<file path="config.mk">
export PLATFORM = sky130hd
export DESIGN_NAME = int_arbiter_flat
export DESIGN_NICKNAME = d
export VERILOG_FILES = /design/src/rtl/int_arbiter_pkg.sv /design/src/rtl/int_arbiter_if.sv /design/src/rtl/int_prio_tree.sv /design/src/rtl/int_arbiter.sv /design/src/flat_wrapper.sv
export SDC_FILE = /design/constraint.sdc
export NUM_CORES = 1
export LEC_CHECK = 0
export BUFFER_PORTS_ARGS = -buffer_cell sky130_fd_sc_hd__buf_2
export CAP_MARGIN = 20
export CORE_ASPECT_RATIO = 1.2
export CORE_MARGIN = 2
export CORE_UTILIZATION = 40
export CTS_CLUSTER_DIAMETER = 200
export CTS_CLUSTER_SIZE = 16
export DETAILED_ROUTE_END_ITERATION = 8
export GPL_TIMING_DRIVEN = 1
export SYNTH_ARGS = -nofsm -noshare
export SYNTH_HDL_FRONTEND = slang
export SYNTH_SLANG_ARGS = --single-unit
</file>
<file path="constraint.sdc">
create_clock -name clk -period 13.01 [get_ports clk]
set_input_delay 2.602 -clock clk [delete_from_list [all_inputs] [get_ports clk]]
set_output_delay 2.602 -clock clk [all_outputs]
set_load 0.05 [all_outputs]
</file>
<file path="src/rtl/int_arbiter_pkg.sv">
// Shared types and limits for the interrupt arbiter.
// States and the source-count ceiling used by the arbiter and its priority tree.
package int_arbiter_pkg;

    localparam int unsigned MAX_INTS = 64;

    typedef enum logic [1:0] {
        IDLE,
        PRESENT,
        HOLD
    } int_arb_state_t;

endpackage

</file>
<file path="src/rtl/int_arbiter_if.sv">
// Signal bundle between the interrupt sources/CSRs and the trap unit.
// The arbiter uses the slave view; the environment driving it uses the master view.
interface int_arbiter_if #(
    parameter int unsigned NUM_INTS = 16,
    parameter int unsigned PRIO_W   = 3,
    parameter int unsigned ID_W     = $clog2(NUM_INTS)
) ();

    logic [NUM_INTS-1:0]        IntSrc;
    logic [NUM_INTS-1:0]        IntEdge;
    logic [NUM_INTS-1:0]        IntEn;
    logic [NUM_INTS-1:0]        IntDeleg;
    logic [NUM_INTS*PRIO_W-1:0] IntPrio;
    logic [1:0]                 PrivilegeModeW;
    logic                       STATUS_MIE;
    logic                       STATUS_SIE;
    logic                       Committed;
    logic                       InstrValidM;
    logic                       wfiM;
    logic                       TakeM;
    logic                       IntReqM;
    logic [ID_W-1:0]            IntIdM;
    logic                       IntToSM;
    logic                       IntPendingM;
    logic                       WfiWakeM;
    logic [NUM_INTS-1:0]        PendingQ;

    modport slave (
        input  IntSrc, IntEdge, IntEn, IntDeleg, IntPrio, PrivilegeModeW,
        input  STATUS_MIE, STATUS_SIE, Committed, InstrValidM, wfiM, TakeM,
        output IntReqM, IntIdM, IntToSM, IntPendingM, WfiWakeM, PendingQ
    );

    modport master (
        output IntSrc, IntEdge, IntEn, IntDeleg, IntPrio, PrivilegeModeW,
        output STATUS_MIE, STATUS_SIE, Committed, InstrValidM, wfiM, TakeM,
        input  IntReqM, IntIdM, IntToSM, IntPendingM, WfiWakeM, PendingQ
    );

endinterface

</file>
<file path="src/rtl/int_prio_tree.sv">
// Combinational log-depth max-finder over (key, index); the lowest index wins on equal keys.
// Keys are compared as unsigned numbers, so callers pack class above priority.
module int_prio_tree
    import int_arbiter_pkg::*;
#(
    parameter int unsigned N    = 16,
    parameter int unsigned KeyW = 4,
    parameter int unsigned IdW  = (N > 1) ? $clog2(N) : 1
) (
    input  logic [N-1:0]      valid_i,
    input  logic [N*KeyW-1:0] key_i,
    output logic              valid_o,
    output logic [IdW-1:0]    id_o
);

    localparam int unsigned Levels = (N > 1) ? $clog2(N) : 1;
    localparam int unsigned Pad    = 1 << Levels;

    logic            vld [Pad];
    logic [KeyW-1:0] kv  [Pad];
    logic [IdW-1:0]  idx [Pad];

    always_comb begin
        for (int i = 0; i < int'(Pad); i++) begin
            if (i < int'(N)) begin
                vld[i] = valid_i[i];
                kv[i]  = key_i[i*KeyW +: KeyW];
            end else begin
                vld[i] = 1'b0;
                kv[i]  = '0;
            end
            idx[i] = IdW'(i);
        end
        // Pairwise reduction in place; the right (higher-index) side only wins on a strictly larger key.
        for (int l = 0; l < int'(Levels); l++) begin
            for (int j = 0; j < int'(Pad >> (l + 1)); j++) begin
                if (vld[2*j+1] && (!vld[2*j] || (kv[2*j+1] > kv[2*j]))) begin
                    vld[j] = vld[2*j+1];
                    kv[j]  = kv[2*j+1];
                    idx[j] = idx[2*j+1];
                end else begin
                    vld[j] = vld[2*j];
                    kv[j]  = kv[2*j];
                    idx[j] = idx[2*j];
                end
            end
        end
        valid_o = vld[0];
        id_o    = idx[0];
    end

endmodule

</file>
<file path="src/rtl/int_arbiter.sv">
// Interrupt arbiter: edge/level pending capture, class/priority arbitration, and a latched
// presentation to the trap unit that is held until claimed or strictly preempted.
module int_arbiter
    import int_arbiter_pkg::*;
#(
    parameter int unsigned NUM_INTS = 16,
    parameter int unsigned PRIO_W   = 3,
    parameter int unsigned ID_W     = $clog2(NUM_INTS)
) (
    input logic          clk,
    input logic          reset_n,
    int_arbiter_if.slave bus
);

    localparam int unsigned KeyW = PRIO_W + 1;

    logic [NUM_INTS-1:0]      src_q, src_d;
    logic [NUM_INTS-1:0]      pending_q, pending_d;
    logic [NUM_INTS-1:0]      cand, edge_set, claim_clr;
    logic [PRIO_W-1:0]        prio [NUM_INTS];
    logic [NUM_INTS*KeyW-1:0] keys;
    logic                     m_en, s_en;

    logic                     win_valid;
    logic [ID_W-1:0]          win_id;
    logic [KeyW-1:0]          win_key, lat_key;
    logic                     cmp_valid;
    logic [0:0]               cmp_id;
    logic                     preempt;

    int_arb_state_t           state_q, state_d;
    logic [ID_W-1:0]          int_id_q, int_id_d;
    logic                     int_to_s_q, int_to_s_d;
    logic                     armed_q;
    logic                     wake_q, wake_d;

    assign m_en = (bus.PrivilegeModeW != 2'b11) | bus.STATUS_MIE;
    assign s_en = (bus.PrivilegeModeW == 2'b00) | ((bus.PrivilegeModeW == 2'b01) & bus.STATUS_SIE);

    // Key = {not delegated, priority}: any M-class candidate outranks any S-class one.
    always_comb begin
        for (int i = 0; i < int'(NUM_INTS); i++) begin
            prio[i]                 = bus.IntPrio[i*PRIO_W +: PRIO_W];
            keys[i*KeyW +: KeyW]    = {~bus.IntDeleg[i], prio[i]};
            cand[i] = pending_q[i] & bus.IntEn[i] & (prio[i] != '0)
                      & (bus.IntDeleg[i] ? s_en : m_en);
        end
    end

    int_prio_tree #(
        .N    (NUM_INTS),
        .KeyW (KeyW),
        .IdW  (ID_W)
    ) u_arb_tree (
        .valid_i (cand),
        .key_i   (keys),
        .valid_o (win_valid),
        .id_o    (win_id)
    );

    assign win_key = {~bus.IntDeleg[win_id], prio[win_id]};
    assign lat_key = {~int_to_s_q, prio[int_id_q]};

    // Latched entry sits at index 0, so an equal key keeps it and only a strict win preempts.
    int_prio_tree #(
        .N    (2),
        .KeyW (KeyW),
        .IdW  (1)
    ) u_cmp_tree (
        .valid_i (2'b11),
        .key_i   ({win_key, lat_key}),
        .valid_o (cmp_valid),
        .id_o    (cmp_id)
    );

    assign preempt = win_valid & cmp_valid & cmp_id[0];

    always_comb begin
        src_d      = bus.IntSrc;
        // Lines already high when reset releases do not count as a fresh edge.
        edge_set   = armed_q ? (bus.IntSrc & ~src_q) : '0;
        claim_clr  = '0;
        state_d    = state_q;
        int_id_d   = int_id_q;
        int_to_s_d = int_to_s_q;

        unique case (state_q)
            IDLE: begin
                if (win_valid && !bus.Committed) begin
                    state_d    = PRESENT;
                    int_id_d   = win_id;
                    int_to_s_d = bus.IntDeleg[win_id];
                end
            end
            PRESENT: begin
                if (bus.TakeM) begin
                    state_d             = HOLD;
                    claim_clr[int_id_q] = 1'b1;
                end else if (!cand[int_id_q]) begin
                    state_d = IDLE;
                end else if (preempt) begin
                    int_id_d   = win_id;
                    int_to_s_d = bus.IntDeleg[win_id];
                end
            end
            HOLD:    state_d = IDLE;
            default: state_d = IDLE;
        endcase

        pending_d = (bus.IntEdge & ((pending_q & ~claim_clr) | edge_set))
                  | (~bus.IntEdge & bus.IntSrc);
        wake_d    = bus.wfiM & bus.IntPendingM;
    end

    always_ff @(posedge clk or negedge reset_n) begin
        if (!reset_n) begin
            src_q      <= '0;
            pending_q  <= '0;
            state_q    <= IDLE;
            int_id_q   <= '0;
            int_to_s_q <= 1'b0;
            armed_q    <= 1'b0;
            wake_q     <= 1'b0;
        end else begin
            src_q      <= src_d;
            pending_q  <= pending_d;
            state_q    <= state_d;
            int_id_q   <= int_id_d;
            int_to_s_q <= int_to_s_d;
            armed_q    <= 1'b1;
            wake_q     <= wake_d;
        end
    end

    // WFI does not gate the request; the trap unit retires the WFI through the wake pulse.
    assign bus.IntReqM     = (state_q == PRESENT) & bus.InstrValidM & ~bus.Committed;
    assign bus.IntIdM      = int_id_q;
    assign bus.IntToSM     = int_to_s_q;
    assign bus.IntPendingM = |(pending_q & bus.IntEn);
    assign bus.WfiWakeM    = bus.wfiM & bus.IntPendingM & ~wake_q;
    assign bus.PendingQ    = pending_q;

endmodule

</file>
<file path="src/flat_wrapper.sv">
// flat-port wrapper written by rule: the top's interface ports become plain ports
module int_arbiter_flat import int_arbiter_pkg::*;
#(
    parameter int unsigned NUM_INTS = 16,
    parameter int unsigned PRIO_W   = 3,
    parameter int unsigned ID_W     = $clog2(NUM_INTS)
)
  (clk, reset_n, bus_IntSrc, bus_IntEdge, bus_IntEn, bus_IntDeleg, bus_IntPrio, bus_PrivilegeModeW, bus_STATUS_MIE, bus_STATUS_SIE, bus_Committed, bus_InstrValidM, bus_wfiM, bus_TakeM, bus_IntReqM, bus_IntIdM, bus_IntToSM, bus_IntPendingM, bus_WfiWakeM, bus_PendingQ);
  int_arbiter_if #(.NUM_INTS(NUM_INTS), .PRIO_W(PRIO_W), .ID_W(ID_W)) bus_i ();
  input logic clk;
  input logic reset_n;
  input wire logic [$bits(bus_i.IntSrc)-1:0] bus_IntSrc;
  input wire logic [$bits(bus_i.IntEdge)-1:0] bus_IntEdge;
  input wire logic [$bits(bus_i.IntEn)-1:0] bus_IntEn;
  input wire logic [$bits(bus_i.IntDeleg)-1:0] bus_IntDeleg;
  input wire logic [$bits(bus_i.IntPrio)-1:0] bus_IntPrio;
  input wire logic [$bits(bus_i.PrivilegeModeW)-1:0] bus_PrivilegeModeW;
  input wire logic [$bits(bus_i.STATUS_MIE)-1:0] bus_STATUS_MIE;
  input wire logic [$bits(bus_i.STATUS_SIE)-1:0] bus_STATUS_SIE;
  input wire logic [$bits(bus_i.Committed)-1:0] bus_Committed;
  input wire logic [$bits(bus_i.InstrValidM)-1:0] bus_InstrValidM;
  input wire logic [$bits(bus_i.wfiM)-1:0] bus_wfiM;
  input wire logic [$bits(bus_i.TakeM)-1:0] bus_TakeM;
  output wire logic [$bits(bus_i.IntReqM)-1:0] bus_IntReqM;
  output wire logic [$bits(bus_i.IntIdM)-1:0] bus_IntIdM;
  output wire logic [$bits(bus_i.IntToSM)-1:0] bus_IntToSM;
  output wire logic [$bits(bus_i.IntPendingM)-1:0] bus_IntPendingM;
  output wire logic [$bits(bus_i.WfiWakeM)-1:0] bus_WfiWakeM;
  output wire logic [$bits(bus_i.PendingQ)-1:0] bus_PendingQ;
  assign bus_i.IntSrc = bus_IntSrc;
  assign bus_i.IntEdge = bus_IntEdge;
  assign bus_i.IntEn = bus_IntEn;
  assign bus_i.IntDeleg = bus_IntDeleg;
  assign bus_i.IntPrio = bus_IntPrio;
  assign bus_i.PrivilegeModeW = bus_PrivilegeModeW;
  assign bus_i.STATUS_MIE = bus_STATUS_MIE;
  assign bus_i.STATUS_SIE = bus_STATUS_SIE;
  assign bus_i.Committed = bus_Committed;
  assign bus_i.InstrValidM = bus_InstrValidM;
  assign bus_i.wfiM = bus_wfiM;
  assign bus_i.TakeM = bus_TakeM;
  assign bus_IntReqM = bus_i.IntReqM;
  assign bus_IntIdM = bus_i.IntIdM;
  assign bus_IntToSM = bus_i.IntToSM;
  assign bus_IntPendingM = bus_i.IntPendingM;
  assign bus_WfiWakeM = bus_i.WfiWakeM;
  assign bus_PendingQ = bus_i.PendingQ;
  int_arbiter #(.NUM_INTS(NUM_INTS), .PRIO_W(PRIO_W), .ID_W(ID_W)) u_core (.clk(clk), .reset_n(reset_n), .bus(bus_i));
endmodule
</file>
Yosys cells after proc, flatten, opt, wreduce, memory -nomap -nowiden
Index checks and enable logic that the tools add are counted.
{"block": "totals", "register_bits": 41, "input_bits": 122, "out_inout_bits": 24, "wordCells": 284}
{"block": "classes", "n_lt_le_gt_ge": 21, "n_eq_ne": 8, "mux": 90, "bitwise": 88, "reduce_logical": 70}
{"cell": "$mux 4", "count": 25}
{"cell": "$and 16x16->16", "count": 5}
{"cell": "$gt 4x4->1", "count": 16}
{"cell": "$and 1x1->1", "count": 54}
{"cell": "$mux 16", "count": 3}
{"cell": "$not 16->16", "count": 3}
{"cell": "$reduce_bool 3->1", "count": 16}
{"cell": "$mux 1", "count": 47}
{"cell": "$or 16x16->16", "count": 2}
{"cell": "$bmux 3 s4", "count": 2}
{"cell": "$not 1->1", "count": 20}
{"cell": "$logic_and 1x1->1", "count": 17}
{"cell": "$logic_not 1->1", "count": 16}
{"cell": "$reduce_or 16->1", "count": 1}
{"cell": "$logic_or 1x1->1", "count": 15}
{"cell": "$mux 3", "count": 4}
{"cell": "$ge 5x5->1 const B", "count": 2}
{"cell": "$lt 4x5->1 const B", "count": 2}
{"cell": "$not 4->5", "count": 2}
{"cell": "$bmux 1 s4", "count": 2}
{"cell": "$pmux 4 s2", "count": 1}
{"cell": "$mux 2", "count": 3}
{"cell": "$ne 2x1->1 const B", "count": 3}
{"cell": "$reduce_and 5->1", "count": 1}
{"cell": "11 further kinds", "count": 15}

Logic depth before layout (Yosys ltp)
{"block": "logic_depth", "depth_word": 32, "ltp_mapped": 51, "mapped_depth_nobuf": 48}

Hierarchy
Synthesis repeated with hierarchy kept, for this count alone.
{"block": "hier_totals", "hier_cells": 655, "hier_area_um2": 5918.2}
{"module": "int_arbiter", "instances": 1, "cells_each": 326, "area_each_um2": 3303.2, "seq_area_each_um2": 1026.0}
{"module": "int_prio_tree (u_core.u_arb_tree)", "instances": 1, "cells_each": 312, "area_each_um2": 2499.9, "seq_area_each_um2": 0.0}
{"module": "int_prio_tree (u_core.u_cmp_tree)", "instances": 1, "cells_each": 17, "area_each_um2": 115.1, "seq_area_each_um2": 0.0}

Worst setup path after synthesis
No wires, ideal clock.
{"block": "synth_path", "path_kind": "input-to-reg", "start": "input bus_IntPrio[31]", "end": "register u_core.int_id_q[1], in the netlist u_core.bus.IntIdM[1]", "setup_time_ns": 0.125, "arrival_time_ns": 10.657, "required_time_ns": 12.885, "path_slack_ns": 2.228, "cell_stages": 47, "path_cell_list": "inv_1 -> ha_1 -> nor2b_1 -> o21ai_0 -> a21oi_1 -> o21bai_1 -> mux2i_1 -> inv_1 -> ha_1 -> nor2b_1 -> o21ai_0 -> a21oi_1 -> a21oi_1 -> nor2_1 -> mux2_2 -> ha_1 -> nor2b_1 -> o21a_1 -> (+11 left out) -> o21ai_1 -> nand2_1 -> a311oi_2 -> or2_1 -> buf_4 -> mux4_2 -> o2bb2ai_1 -> or4_1 -> ha_1 -> nor2b_1 -> o21ai_0 -> nand2b_1 -> a21oi_1 -> a41oi_1 -> a21oi_1 -> or3b_1 -> buf_2 -> mux2_4"}
{"block": "synth_via", "elab_chain_cells": 28, "word_cells_on_any_way": 53, "cone_classes": "order compare (5); eq/ne (3); mux (27); bitwise (5); reduce/logical (13)"}
{"element": "from (decl)", "line": "flat_wrapper.sv:16", "rtl": "input wire logic [$bits(bus_i.IntPrio)-1:0] bus_IntPrio;"}
{"element": "$reduce_bool 3->1", "line": "int_arbiter.sv:45", "rtl": "cand[i] = pending_q[i] & bus.IntEn[i] & (prio[i] != '0)"}
{"element": "$and 1x1->1", "line": "int_arbiter.sv:45"}
{"element": "$and 1x1->1", "line": "int_arbiter.sv:46", "rtl": "& (bus.IntDeleg[i] ? s_en : m_en);"}
{"element": "$logic_not 1->1", "line": "int_prio_tree.sv:37", "rtl": "if (vld[2*j+1] && (!vld[2*j] || (kv[2*j+1] > kv[2*j]))) begin"}
{"element": "$logic_or 1x1->1", "line": "int_prio_tree.sv:37"}
{"element": "$logic_and 1x1->1", "line": "int_prio_tree.sv:37"}
{"element": "$mux 4", "line": "int_prio_tree.sv:37"}
{"element": "$gt 4x4->1", "line": "int_prio_tree.sv:37"}
{"element": "(+11 left out)"}
{"element": "$not 4->5 (implied by the code)", "line": "int_arbiter.sv:61", "rtl": "assign win_key = {~bus.IntDeleg[win_id], prio[win_id]};"}
{"element": "$bmux 3 s4", "line": "int_arbiter.sv:61"}
{"element": "$mux 3 (implied by the code) (2 in a row)", "line": "int_arbiter.sv:61"}
{"element": "$gt 4x4->1", "line": "int_prio_tree.sv:37"}
{"element": "$mux 1", "line": "int_prio_tree.sv:37"}
{"element": "$and 1x1->1", "line": "int_arbiter.sv:76", "rtl": "assign preempt = win_valid & cmp_valid & cmp_id[0];"}
{"element": "$ne 2x1->1 (no source line)"}
{"element": "$reduce_and 5->1 (no source line)"}
{"element": "to (signal assigned)", "line": "int_arbiter.sv:128", "rtl": "int_id_q <= int_id_d;"}
{"element": "to (decl)", "line": "int_arbiter.sv:32", "rtl": "logic [ID_W-1:0] int_id_q, int_id_d;"}
Parallel ways exist; a longest one is shown, timed or not. The select of a mux whose other input is x is not followed.
A chain may end at the register's enable or synchronous reset.

Final worst setup path
{"block": "layout_path", "start": "input bus_IntPrio[25]", "end": "register u_core.int_to_s_q, in the netlist u_core.bus.IntToSM"}
{"block": "layout_via", "elab_chain_cells": 28, "word_cells_on_any_way": 54, "cone_classes": "order compare (5); eq/ne (3); mux (27); bitwise (5); reduce/logical (14)"}
{"element": "$reduce_bool 3->1", "line": "int_arbiter.sv:45"}
{"element": "$and 1x1->1", "line": "int_arbiter.sv:45"}
{"element": "$and 1x1->1", "line": "int_arbiter.sv:46"}
{"element": "$logic_not 1->1", "line": "int_prio_tree.sv:37"}
{"element": "$logic_or 1x1->1", "line": "int_prio_tree.sv:37"}
{"element": "$logic_and 1x1->1", "line": "int_prio_tree.sv:37"}
{"element": "$mux 4 or $mux 1 (tied branches)", "line": "int_prio_tree.sv:37"}
{"element": "$gt 4x4->1 or $logic_not 1->1 (tied branches)", "line": "int_prio_tree.sv:37"}
{"element": "(+11 left out)"}
{"element": "$not 4->5 (implied by the code)", "line": "int_arbiter.sv:61"}
{"element": "$bmux 3 s4", "line": "int_arbiter.sv:61"}
{"element": "$mux 3 (implied by the code) (2 in a row)", "line": "int_arbiter.sv:61"}
{"element": "$gt 4x4->1", "line": "int_prio_tree.sv:37"}
{"element": "$mux 1", "line": "int_prio_tree.sv:37"}
{"element": "$and 1x1->1", "line": "int_arbiter.sv:76"}
{"element": "$ne 2x1->1 (no source line)"}
{"element": "$reduce_and 5->1 (no source line)"}
{"element": "to (signal assigned)", "line": "int_arbiter.sv:129", "rtl": "int_to_s_q <= int_to_s_d;"}
{"element": "to (decl)", "line": "int_arbiter.sv:33", "rtl": "logic int_to_s_q, int_to_s_d;"}
Parallel ways exist; a longest one is shown, timed or not. The select of a mux whose other input is x is not followed.

==> results.yml <==
min_path:
  min_path_type: "reg -> reg"
global_route:
  grt_max_degree: 42
  grtUsageTotal: 0.264
  grt_pass1_wl_um: 31700
  grt_antenna_before_repair: 0
  grt_pass1_vias: 5994
  grt.overflow.total: 0
yosys:
  synthCells: 656
  seq_area_frac_synth: 0.183
  synth_area_leader_cell: "dfrtp_1"
  synth_enable_flop_cells: 0
  syn_area_um2: 5610
  synth_common_cells: "o21ai_0 (65), ha_1 (64), inv_1 (54)"
  ys.flop_type: "dfrtp_1"
  yosys.area_share.simple: 0.175
  yosysWarnings: 0
  synth_top_family_by_area: "compound AO/OA/AOI/OAI gates"
  postSynthAreaPerCell_um2: 8.55
  synth_compound_area_frac: 0.273
  synthDistinctLibCells: 81
  ys_top_cells_by_area: "dfrtp_1 (18%), ha_1 (14%), mux4_2 (8.8%), mux2i_1 (5.9%), o21ai_0 (5.8%)"
  synthMuxAreaShare: 0.175
  synthArstFlopShare: 1.00
  ys_ff_latch: 41
  synth_top_area_frac: 0.183
  synthXorXnorAreaFrac: 0
  synth_fa_ha_area_frac: 0.143
  synth_nets: 842
  synth_most_common_cell: "o21ai_0"
clock_network:
  numCtsBuffers: 5
  cts_sinks: 41
  clock_path_buffers: 2
  htreeDepth: 2
  clk_pin_slew_worst_paths_ns: 0.06
  holdBufCountCts: 0
  clk_latency_ns: 0.28
  tritoncts: "done"
  cts_root_buffer: "clkbuf_16"
route:
  routed_via_density: 6.11
  vias: 5929
  antenna_left: 0
  drt_wl_total_um: 20300
  drc_errors: 0
  drtPass1Iterations: 5
  wl_per_cell_um: 20.9
  drt_iter0_drc: 538
finish:
  design_area_um2: 6720
  antennaDiodeCount: 0
  syn_to_final_growth_pct: 19.7
  nNetsFinal: 984
  layout-drive-gt1-share: 0.275
die:
  dieHeight_um: 134
  pin_count: 146
  die-area_um2: 15000
  core_um2: 13800
  start_util: 0.408
  rows: 47
  die_w_um: 112
sta:
  period_needed_ns: 12.37
  fmax_mhz: 80.9
  fin_crit_sh: 0.950
  timing.slew.headroom: 0.278
  slew_viol_final: 0
  tns_ns: 0
  worst_slew_pin_slew_ns: 1.08
  hold_violations: 0
  skew_ns: 0.00432
  setup_viol: 0
worst_setup_path:
  crit_start: "bus_IntPrio[25]"
  cp-end-kind: "flip-flop"
  critPathArrivalTime_ns: 12.51
  crit_top_cell: "a21oi_1"
  crit_type: "in -> reg"
  reg2reg_from: "u_core.bus.PendingQ[8]"
  critPathMaxStageDelay_ns: 0.57
  crit_end: "u_core.bus.IntToSM"
  ff2ff_setup_slack_ns: 2.99
  r2r-end: "u_core.bus.IntToSM"
  critPathMaxFanout: 11
  slowest_stage: "o21bai_1"
  worstRegToRegCells: 42
  crit_required_ns: 13.15
  startpoint_type: "primary input"
pwr:
  pwr-share-seq: 0.194
  internal-power_mw: 0.524
  power_frac_clock: 0.143
  comb_power_share: 0.663
  p_sw_frac: 0.468
  power.density_nw_per_um2: 147
  ir_drop_mv: 0.146
  total_leakage_power_nw: 3.16
  p_total_mw: 0.985
  power.switching_mw: 0.461
placed_design:
  dp_hpwl_um: 16700
  dpl-instance-area_um2: 6490
  place_congestion: 0.933
  portBuffers: 145
flow_run:
  cap_violations: 0
run_status:
  status: "complete, no violations"
[metrics by stage]
step           worst slack, ns  hold WS (ns)  cells   util
6_report                 0.644         0.495    970  0.488
3_3_place_gp             0.588         0.482    958  0.471
5_1_grt               -0.00223         0.513    970  0.488
3_5_place_dp             0.188         0.477    958  0.471
4_1_cts                  0.455         0.489    966  0.484
2_1_floorplan             2.23         0.431    656      -
[per-layer routing]
layer	GRT usage	wire, µm	vias to the layer above
li1	-	-	2803
met1	0.334	8510	2812
met2	0.459	9810	264
met3	0.0223	1130	50
met4	0.117	844	0
met5	0	0	-
[final cells by class]
type                       count  area (µm²)
inverter                      54         203
timing repair buffer         152         778
clock inverter                 1        30.0
sequential                    41        1030
clock buffer                   7         143
fill                        1394        7050
multi-input combinational    544        4320
tap                          171         214
[sequential cells by signal, summed over array words and instances (netlist names)]
signal / flops
u_core.bus.PendingQ: 16
u_core.src_q: 16
u_core.bus.IntIdM: 4
u_core.state_q: 2
u_core.armed_q: 1
u_core.bus.IntToSM: 1
u_core.wake_q: 1
[how the worst min path moves through the flow]
stage                      start                 to  slack (ns)  cells past startpoint
2_1_floorplan  u_core.state_q[1]  u_core.state_q[0]        0.43                      1
3_3_place_gp   u_core.state_q[1]  u_core.state_q[0]        0.48                      1
3_5_place_dp   u_core.state_q[1]  u_core.state_q[0]        0.48                      1
4_1_cts        u_core.state_q[1]  u_core.state_q[0]        0.49                      1
5_1_grt        u_core.state_q[1]  u_core.state_q[0]        0.51                      1
6_report       u_core.state_q[1]  u_core.state_q[0]        0.50                      1
[power groups by stage]
stage	Sequential [mW]	Combinational (mW)	Clock [mW]
3_3_place_gp	0.192	0.610	0
3_5_place_dp	0.194	0.625	0
6_report	0.191	0.653	0.141
2_1_floorplan	0.201	0.445	0
4_1_cts	0.191	0.629	0.145
5_1_grt	0.197	0.706	0.147
[worst max-delay path, delay by kind of cell]
family,cells,cell delay (ns)
and+or+nand+nor,14,3.15
buffers and inverters,3,0.45
AOI/OAI and AO/OA,21,3.90
muxes,3,0.90
adders and majority gates,5,1.48
[cells in the final DEF (no fill, tap or decap), types with 10 or more instances in the layout]
| master | n |
|---|---|
| o21ai_0 | 65 |
| o21a_1 | 10 |
| nand4_1 | 16 |
| nand2_1 | 50 |
| dfrtp_1 | 41 |
| inv_1 | 54 |
| mux4_2 | 22 |
| nor2b_1 | 18 |
| a21oi_1 | 49 |
| nor2_1 | 46 |
| ha_1 | 64 |
| mux2i_1 | 33 |
| nand3_1 | 19 |
| buf_2 | 145 |
| nor3_1 | 11 |
| a32o_1 | 16 |
| o311a_1 | 10 |
[cell families after synthesis]
family	Yosys count
AOI/OAI and AO/OA	219
and+or+nand+nor	193
buffers and inverters	71
muxes	67
adders and majority gates	64
DFF	41
other	1
[repair_timing]
action / in CTS / in global routing
buffers inserted: 0 / 4
resized for setup: 0 / 4
setup endpoints to repair: 0 / 5
(Power assumes the default switching activity.)
